**config.mk**
```make
export PLATFORM = sky130hd
export DESIGN_NAME = avalon_master_bridge
export DESIGN_NICKNAME = d
export VERILOG_FILES = /design/src/rtl/avalon_master_bridge.sv
export SDC_FILE = /design/constraint.sdc
export NUM_CORES = 1
export LEC_CHECK = 0
export CELL_PAD_IN_SITES_DETAIL_PLACEMENT = 1
export CELL_PAD_IN_SITES_GLOBAL_PLACEMENT = 2
export CORE_MARGIN = 3
export CORE_UTILIZATION = 24
export CTS_CLUSTER_SIZE = 20
export DETAILED_ROUTE_END_ITERATION = 12
export PLACE_DENSITY_LB_ADDON = 0.15
export SYNTH_ARGS = -nofsm -noshare
export SYNTH_HDL_FRONTEND = slang
export SYNTH_SLANG_ARGS = --single-unit
```
**constraint.sdc**
```tcl
create_clock -name clk -period 1.9 [get_ports clk]
set_input_delay 0.285 -clock clk [delete_from_list [all_inputs] [get_ports clk]]
set_output_delay 0.285 -clock clk [all_outputs]
set_load 0.05 [all_outputs]
```
**src/rtl/avalon_master_bridge.sv**
```systemverilog
// avalon_master_bridge
// Sole Avalon-MM master between the CPU core and memory. Arbitrates between
// an instruction fetch port and a data load/store port (data has priority),
// keeps one bus transaction outstanding at a time, steers byte lanes for
// byte/half/word/dword accesses, flags misaligned accesses without touching
// the bus and aborts a transaction that stalls for too long.
//
// Ports:
//   clk, reset_n                        clock (rising edge), async active-low reset
//   av_address/av_read/av_write         Avalon-MM command (word-aligned address)
//   av_writedata/av_byteenable          lane-steered store data and lane enables
//   av_waitrequest/av_readdata          slave stall and zero-latency read data
//   instr_req/instr_address             fetch request, held until instr_valid
//   instr_readdata/instr_valid          fetched word and one-cycle completion pulse
//   data_req/data_we/data_size          data request, direction and access size
//   data_address/data_writedata         byte address and right-justified store data
//   data_readdata/data_valid            right-justified load data and completion pulse
//   bus_error                           qualifies the completion pulse (misaligned/timeout)
//   busy                                high whenever the bridge is not idle

module avalon_master_bridge #(
  parameter int ADDR_W  = 32,
  parameter int DATA_W  = 32,
  parameter int TIMEOUT = 255
) (
  input  logic                  clk,
  input  logic                  reset_n,
  output logic [ADDR_W-1:0]     av_address,
  output logic                  av_read,
  output logic                  av_write,
  input  logic                  av_waitrequest,
  output logic [DATA_W-1:0]     av_writedata,
  output logic [DATA_W/8-1:0]   av_byteenable,
  input  logic [DATA_W-1:0]     av_readdata,
  input  logic                  instr_req,
  input  logic [ADDR_W-1:0]     instr_address,
  output logic [31:0]           instr_readdata,
  output logic                  instr_valid,
  input  logic                  data_req,
  input  logic                  data_we,
  input  logic [1:0]            data_size,
  input  logic [ADDR_W-1:0]     data_address,
  input  logic [DATA_W-1:0]     data_writedata,
  output logic [DATA_W-1:0]     data_readdata,
  output logic                  data_valid,
  output logic                  bus_error,
  output logic                  busy
);

  localparam int BE_W  = DATA_W / 8;
  localparam int OFF_W = $clog2(BE_W);
  localparam int CNT_W = (TIMEOUT > 0) ? $clog2(TIMEOUT + 1) : 1;

  typedef enum logic [1:0] {
    IDLE,
    BUS_DATA,
    BUS_INSTR,
    DONE
  } state_t;

  state_t              r_state;
  state_t              w_nextState;

  logic                r_we;
  logic [1:0]          r_size;
  logic [OFF_W-1:0]    r_off;
  logic                r_isData;
  logic                r_err;
  logic [CNT_W-1:0]    r_waitCnt;

  logic                w_anyReq;
  logic [ADDR_W-1:0]   w_reqAddr;
  logic [1:0]          w_reqSize;
  logic                w_reqWe;
  logic [OFF_W-1:0]    w_off;
  logic                w_misaligned;
  logic [BE_W-1:0]     w_be;
  logic [DATA_W-1:0]   w_wdata;
  logic                w_timeout;
  logic [DATA_W-1:0]   w_shifted;
  logic [DATA_W-1:0]   w_mask;

  // Request selection and lane steering for the access about to be latched.
  // A fetch is treated as an aligned word load on the instruction port.
  always_comb begin
    w_anyReq  = data_req | instr_req;
    w_reqAddr = data_req ? data_address : instr_address;
    w_reqSize = data_req ? data_size : 2'd2;
    w_reqWe   = data_req & data_we;
    w_off     = w_reqAddr[OFF_W-1:0];

    w_misaligned = 1'b0;
    w_be         = '1;
    case (w_reqSize)
      2'd0: w_be = BE_W'(1) << w_off;
      2'd1: begin
        w_misaligned = w_reqAddr[0];
        w_be         = BE_W'(3) << w_off;
      end
      2'd2: begin
        w_misaligned = |w_reqAddr[1:0];
        w_be         = BE_W'(4'hF) << w_off;
      end
      default: begin
        // dword only exists on a 64-bit bus
        w_misaligned = (DATA_W != 64) || (|w_reqAddr[2:0]);
        w_be         = '1;
      end
    endcase

    w_wdata = data_writedata << {w_off, 3'b000};
  end

  // Timeout fires on the stalled cycle that would bring the count to TIMEOUT,
  // so the strobe has been high for exactly TIMEOUT cycles when it drops.
  always_comb begin
    w_timeout = (TIMEOUT != 0) && av_waitrequest &&
                (r_waitCnt == CNT_W'(TIMEOUT - 1));
  end

  // Read data realignment: shift the addressed lane down and trim to size.
  always_comb begin
    w_shifted = av_readdata >> {r_off, 3'b000};
    case (r_size)
      2'd0:    w_mask = DATA_W'(8'hFF);
      2'd1:    w_mask = DATA_W'(16'hFFFF);
      2'd2:    w_mask = DATA_W'(32'hFFFF_FFFF);
      default: w_mask = '1;
    endcase
  end

  // State register.
  always_ff @(posedge clk or negedge reset_n) begin
    if (!reset_n) begin
      r_state <= IDLE;
    end else begin
      r_state <= w_nextState;
    end
  end

  // Next-state logic. Requests are only looked at in IDLE.
  always_comb begin
    w_nextState = r_state;
    case (r_state)
      IDLE: begin
        if (w_anyReq) begin
          if (w_misaligned) begin
            w_nextState = DONE;
          end else if (data_req) begin
            w_nextState = BUS_DATA;
          end else begin
            w_nextState = BUS_INSTR;
          end
        end
      end
      BUS_DATA, BUS_INSTR: begin
        if (!av_waitrequest || w_timeout) begin
          w_nextState = DONE;
        end
      end
      default: w_nextState = IDLE;
    endcase
  end

  // Output logic: strobes only in the bus states, pulses only in DONE.
  always_comb begin
    av_read     = ((r_state == BUS_DATA) && !r_we) || (r_state == BUS_INSTR);
    av_write    = (r_state == BUS_DATA) && r_we;
    data_valid  = (r_state == DONE) && r_isData;
    instr_valid = (r_state == DONE) && !r_isData;
    bus_error   = (r_state == DONE) && r_err;
    busy        = (r_state != IDLE);
  end

  // Transaction datapath: latch the command in IDLE, count stall cycles and
  // capture read data on the completing bus cycle. A misaligned access leaves
  // the Avalon command registers and read data untouched.
  always_ff @(posedge clk or negedge reset_n) begin
    if (!reset_n) begin
      av_address     <= '0;
      av_writedata   <= '0;
      av_byteenable  <= '1;
      r_we           <= 1'b0;
      r_size         <= 2'd0;
      r_off          <= '0;
      r_isData       <= 1'b0;
      r_err          <= 1'b0;
      r_waitCnt      <= '0;
      data_readdata  <= '0;
      instr_readdata <= '0;
    end else begin
      case (r_state)
        IDLE: begin
          if (w_anyReq) begin
            r_isData  <= data_req;
            r_we      <= w_reqWe;
            r_size    <= w_reqSize;
            r_off     <= w_off;
            r_err     <= w_misaligned;
            r_waitCnt <= '0;
            if (!w_misaligned) begin
              av_address    <= {w_reqAddr[ADDR_W-1:OFF_W], {OFF_W{1'b0}}};
              av_byteenable <= w_be;
              av_writedata  <= w_reqWe ? w_wdata : '0;
            end
          end
        end
        BUS_DATA, BUS_INSTR: begin
          if (av_waitrequest) begin
            r_waitCnt <= r_waitCnt + 1'b1;
            if (w_timeout) begin
              r_err <= 1'b1;
            end
          end else if (r_state == BUS_INSTR) begin
            instr_readdata <= w_shifted[31:0];
          end else if (!r_we) begin
            data_readdata <= w_shifted & w_mask;
          end
        end
        default: ;
      endcase
    end
  end

endmodule

```
======== Yosys cells after proc, flatten, opt, wreduce, memory -nomap -nowiden ========
Index checks and enable logic that the tools add are counted.
word-level totals
  bits in registers ....................... 147
cells by class
  add/sub/neg operators ................... 1
  eq/ne operators ......................... 11
  shift-type cells ........................ 5
  mux-type cells .......................... 18
  bitwise logic cells ..................... 7
  reduce and logical (&&, ||, !) cells .... 25
operators by type and width
  cell                                                                    number
  32-bit 2-to-1 mux                                                       2
  32-bit case mux with 2 select lines                                     1
  32-bit AND                                                              1
  32-bit by 5-bit << shifter with 32-bit output                           1
  32-bit by 5-bit right shift with 32-bit output                          1
  8-bit 2-to-1 mux                                                        2
  8-bit case mux with 2 select lines                                      1
  4-bit case mux with 3 select lines                                      1
  2-bit 2-to-1 mux                                                        5
  3-bit AND reduction                                                     3
  8-bit by 1-bit adder with 8-bit output (second input constant)          1
  8-bit equality test (second input constant)                             1
  2-bit inequality test (second input constant)                           4
  4-bit AND reduction                                                     2
  2-bit by 1-bit equality test with 1-bit output (second input constant)  3
  2-bit equality test (second input constant)                             3
  1-bit logical AND                                                       6
  2-bit logical NOT                                                       3
  1-bit NOT                                                               4
  2-bit case mux with 2 select lines                                      1
  2-bit AND reduction                                                     2
  2-bit nonzero test                                                      2
  2-bit OR reduction                                                      2
  1-bit by 2-bit << shifter with 4-bit output (first input constant)      1
  other kinds (9)                                                         14

======== Logic depth before layout (Yosys ltp) ========
  word-level depth ........................ 6
  gate-level depth with buffers ........... 11

======== Least setup slack after synthesis ========
OpenSTA, ideal clock, no wires.
  path type ............................... in2reg
  from .................................... input data_req
  to ...................................... register av_address[10]
  library setup time ...................... 125 ps
  data arrival time ....................... 2324 ps
  required time ........................... 1775 ps
  slack ................................... -549 ps
  stages on the path ...................... 11
  buffers on the path ..................... 5
  path through ............................ buf_2 buf_2 buf_1 nand2_1 inv_1 ha_1 nor2_1 o221ai_1 buf_2 buf_6 mux2_2
between the ends
  longest elaborated chain between the ends .. 5
RTL lines
  element                                            line  text
  from (decl)                                        39    input logic data_req,
  2-bit 2-to-1 mux *                                 88    w_reqSize = data_req ? data_size : 2'd2;
  named net w_reqSize[0]                             73    logic [1:0] w_reqSize;
  2-bit equality test, or another cell as far along  94    case (w_reqSize)
  1-bit case mux with 3 select lines *               94
  1-bit NOT (no line) *                              -
  3-bit AND reduction (no line) *                    -
  to (signal assigned)                               202   av_address <= {w_reqAddr[ADDR_W-1:OFF_W], {OFF_W{1'b0}}};
  to (decl)                                          28    output logic [ADDR_W-1:0] av_address,
Mark *: on every way through the listed nets, which the timed path passes. The rest lies on a longest branch.
A chain may end at the register's enable or synchronous reset.

======== Worst setup path in the final report ========
  from .................................... register r_state[0]
  to ...................................... register data_readdata[17]
between the ends
  longest elaborated chain between the ends .. 3
RTL lines
  element                                                                                       line      text
  from (decl)                                                                                   61        state_t r_state;
  from (signal assigned)                                                                        137       r_state <= w_nextState;
  2-bit by 1-bit equality test with 1-bit output / 2-bit equality test (equally long branches)  192, 214
  2-bit OR reduction / 1-bit NOT (equally long branches)                                        -
  4-bit AND reduction (no line) *                                                               -
  to (signal assigned)                                                                          217       data_readdata <= w_shifted & w_mask;
  to (decl)                                                                                     44        output logic [DATA_W-1:0] data_readdata,
Mark *: on every way between the ends. The rest lies on a longest branch, timed or not.

==> results.tsv <==
metric	value	unit
status	finished clean	
timing.rr.start	r_state[0]	
sw_frac_of_total	49.1	%
grt_pass1_wl	40600	um
start_util	24.5	%
crit_fanout	8	
max_freq	530	MHz
synth_edf_count	0	
critPathArrivalTime	2.24	ns
floorplan.die_area	32600	um2
drt_first_pass_iters	4	
rows	63	
rsz0062_at_grt	true	
grt_pass1_vias	6633	
cp_top_family	simple AND/OR/NAND/NOR gates	
finalHoldViolations	0	
multiInputGateArea	3370	um2
ys_types	43	
p_leak	5.67	nW
synth_area_leaders	dfrtp_1, mux2_2, mux2i_1	
htreeDepth	4	
ys_warn_count	0	
synth_compound_area_share	10.7	%
intPower	10.2	mW
cts.clk_slew.worst_paths	0.07	ns
drc	0	
worstSetupPathType	flop to flop	
ir_drop	593	uV
chipHeight	180	um
finalCritPeriodShare	99.2	%
ys_seq_area_share	50.4	%
synth_top_area_share	49.0	%
drv_slew	0	
dpl-instance-area	10800	um2
layout.area.seq	3680	um2
post-route-util	38.3	%
cts_buffer_depth	2	
p_comb_share	57.3	%
tightest_slew	0.551	ns
reg2reg_depth	6	
switching_power	9.89	mW
maxCapViolCount	0	
ys.flop_type	dfrtp_1	
clk_latency	0.43	ns
fill_cells	3302	
reg2reg_slack	0.01	ns
drive_gt1_share	26.4	%
clock_sinks	147	
hp-class	input port to asynchronous set/reset pin	
crit_chain	inv_2 > ha_1 > or4b_4 > or3_1 > buf_6 > o21ai_2	
fin_area	11400	um2
cp.required	2.26	ns
setup_viol	0	
die_w	180	um
layout.nets	1109	
wl_per_cell	19.0	um
ant_nets	0	
relSlewSlack	63.4	%
synth_area_per_cell	11.0	um2
power_frac_seq	26.2	%
synthSimpleGateAreaFrac	9.76	%
max_stage_delay	0.58	ns
p_per_area	1760	nW/um2
coreArea	29800	um2
antenna_found_initial	1	
place.gp.congestion	0.749	
grt_max_degree	43	
power_frac_clock	16.6	%
drt-vias-per-instance	4.44	
grt_usage	15.9	%
postSynthCellCount	664	
cp_num_buf_inv	2	
cts_tree	done	
timing.rr.end	data_readdata[17]	
via_count	6067	
final.min_clock_period	1.89	ns
async_flop_share	100	%
drt-initial-drc-count	206	
synth_most_common_cell	dfrtp_1	
netlist_top_cells_count	dfrtp_1, nand2_1, mux2_2	
clockRootBuffer	clkbuf_16	
start_kind	flop	
critPathSlowestCell	or4b_4	
ys_ff_latch	147	
endpoint_kind	flop	
grt_overflow	0	
netlist_area	7310	um2
io_buffers	271	
synth_top_family_by_area	multiplexers	
drt_wl_total	25900	um
synth_fa_ha_area_share	1.54	%
area_growth	56.4	%
synth_area_leader_cell	dfrtp_1	
cts_buffers	17	
synth-xor-area-share	0.599	%
synthMuxAreaShare	22.2	%
n_antenna_cell	0	
fin_worst_skew	0.0118	ns
io_pins	274	
dp_hpwl	19800	um
-- per-layer routing --
layer  global-route usage, %  up-vias  part of all wire, %  wire, um
met3                    3.77       15                  4.7      1210
met1                    21.1     2976                   46     11800
li1                        -     2920                    -         -
met2                    26.6      154                   49     12600
met5                       0        -                0.035         9
met4                    3.65        2                  1.0       263
-- kinds of logic after synthesis --
group	after synthesis
buf+inv	70
flops	147
simple gates	163
other cells	1
mux	149
xor+xnor	5
compound gates	120
fa+ha+maj	9
-- worst max-delay path by stage --
stage | startpoint | to | slack [ns] | cells past startpoint
finish | r_state[0] | data_readdata[17] | 0.01 | 6
global route | r_state[1] | data_readdata[20] | -0.04 | 6
CTS | instr_readdata[1] | instr_readdata[1] | 0.002 | 1
detailed placement | data_size[0] | av_address[14] | -0.31 | 8
global placement | data_size[0] | av_address[9] | -0.28 | 8
floorplan | r_state[0] | data_readdata[16] | -0.12 | 8
-- final cells by class --
cell class	instances	area share, %
flip-flops and latches	147	32.2
repair buffers	328	28.4
clock inverters	13	1.13
well taps	390	4.27
multi-input cells	448	29.5
inverters	22	0.723
clock buffers	19	3.79
-- power groups by stage --
stage	combinational, mW	clock (mW)	sequential [mW]
after global routing	12.3	3.60	5.46
after detailed placement	12.1	0	5.37
after floorplan	3.31	0	9.50
final	11.5	3.34	5.27
after global placement	12.0	0	5.35
after CTS	11.7	3.46	5.31
-- worst reg2reg max path: cells and delay by family (launching register included) --
kind / cells / cell delay, ns
buffers and inverters: 2 / 0.22
AOI/OAI and AO/OA: 1 / 0.11
and+or+nand+nor: 2 / 0.92
adders and majority gates: 1 / 0.21
DFF: 1 / 0.37
-- placed cells by master, fill, tap and decap left out, types with 10 or more instances in the layout --
master	n
buf_4	81
dfrtp_1	143
a22o_1	10
nor2_1	32
mux2i_1	52
o21ai_0	47
inv_1	18
dlygate4sd2_1	61
o31ai_1	16
mux2_2	95
nand2_1	102
a21oi_1	10
clkbuf_16	17
dlymetal6s2s_1	31
buf_12	16
o22ai_1	10
clkdlybuf4s50_1	134
-- state kept, by name (all words and copies together) (netlist names), 4 cells and up --
signal	cells
av_writedata	32
data_readdata	32
av_address	30
av_byteenable	4
r_waitCnt	8
instr_readdata	32
-- timing repair --
action                                  in CTS  in global routing
gates resized for setup                     66                 34
hold buffers                                 1                  0
buffers inserted                             0                  1
endpoints found under the hold margin       32                  0
endpoints found under the setup margin      94                 58
gates cloned                                 0                  0
pin swaps                                    0                  4
-- stage by stage --
step / instances / setup slack, ns / TNS, ns / hold slack (ns) / total power, mW
2_1_floorplan: 665 / -0.123 / -2.36 / -0.0106 / 12.8
3_3_place_gp: 1333 / -0.284 / -20.67 / 0.238 / 17.3
3_5_place_dp: 1333 / -0.309 / -22.28 / 0.237 / 17.4
4_1_cts: 1366 / 0.00164 / 0 / 0.348 / 20.5
5_1_grt: 1367 / -0.0439 / -0.408 / 0.369 / 21.3
6_report: 1367 / 0.0150 / 0 / 0.349 / 20.1
No activity file was read; power rests on OpenSTA's default activity.
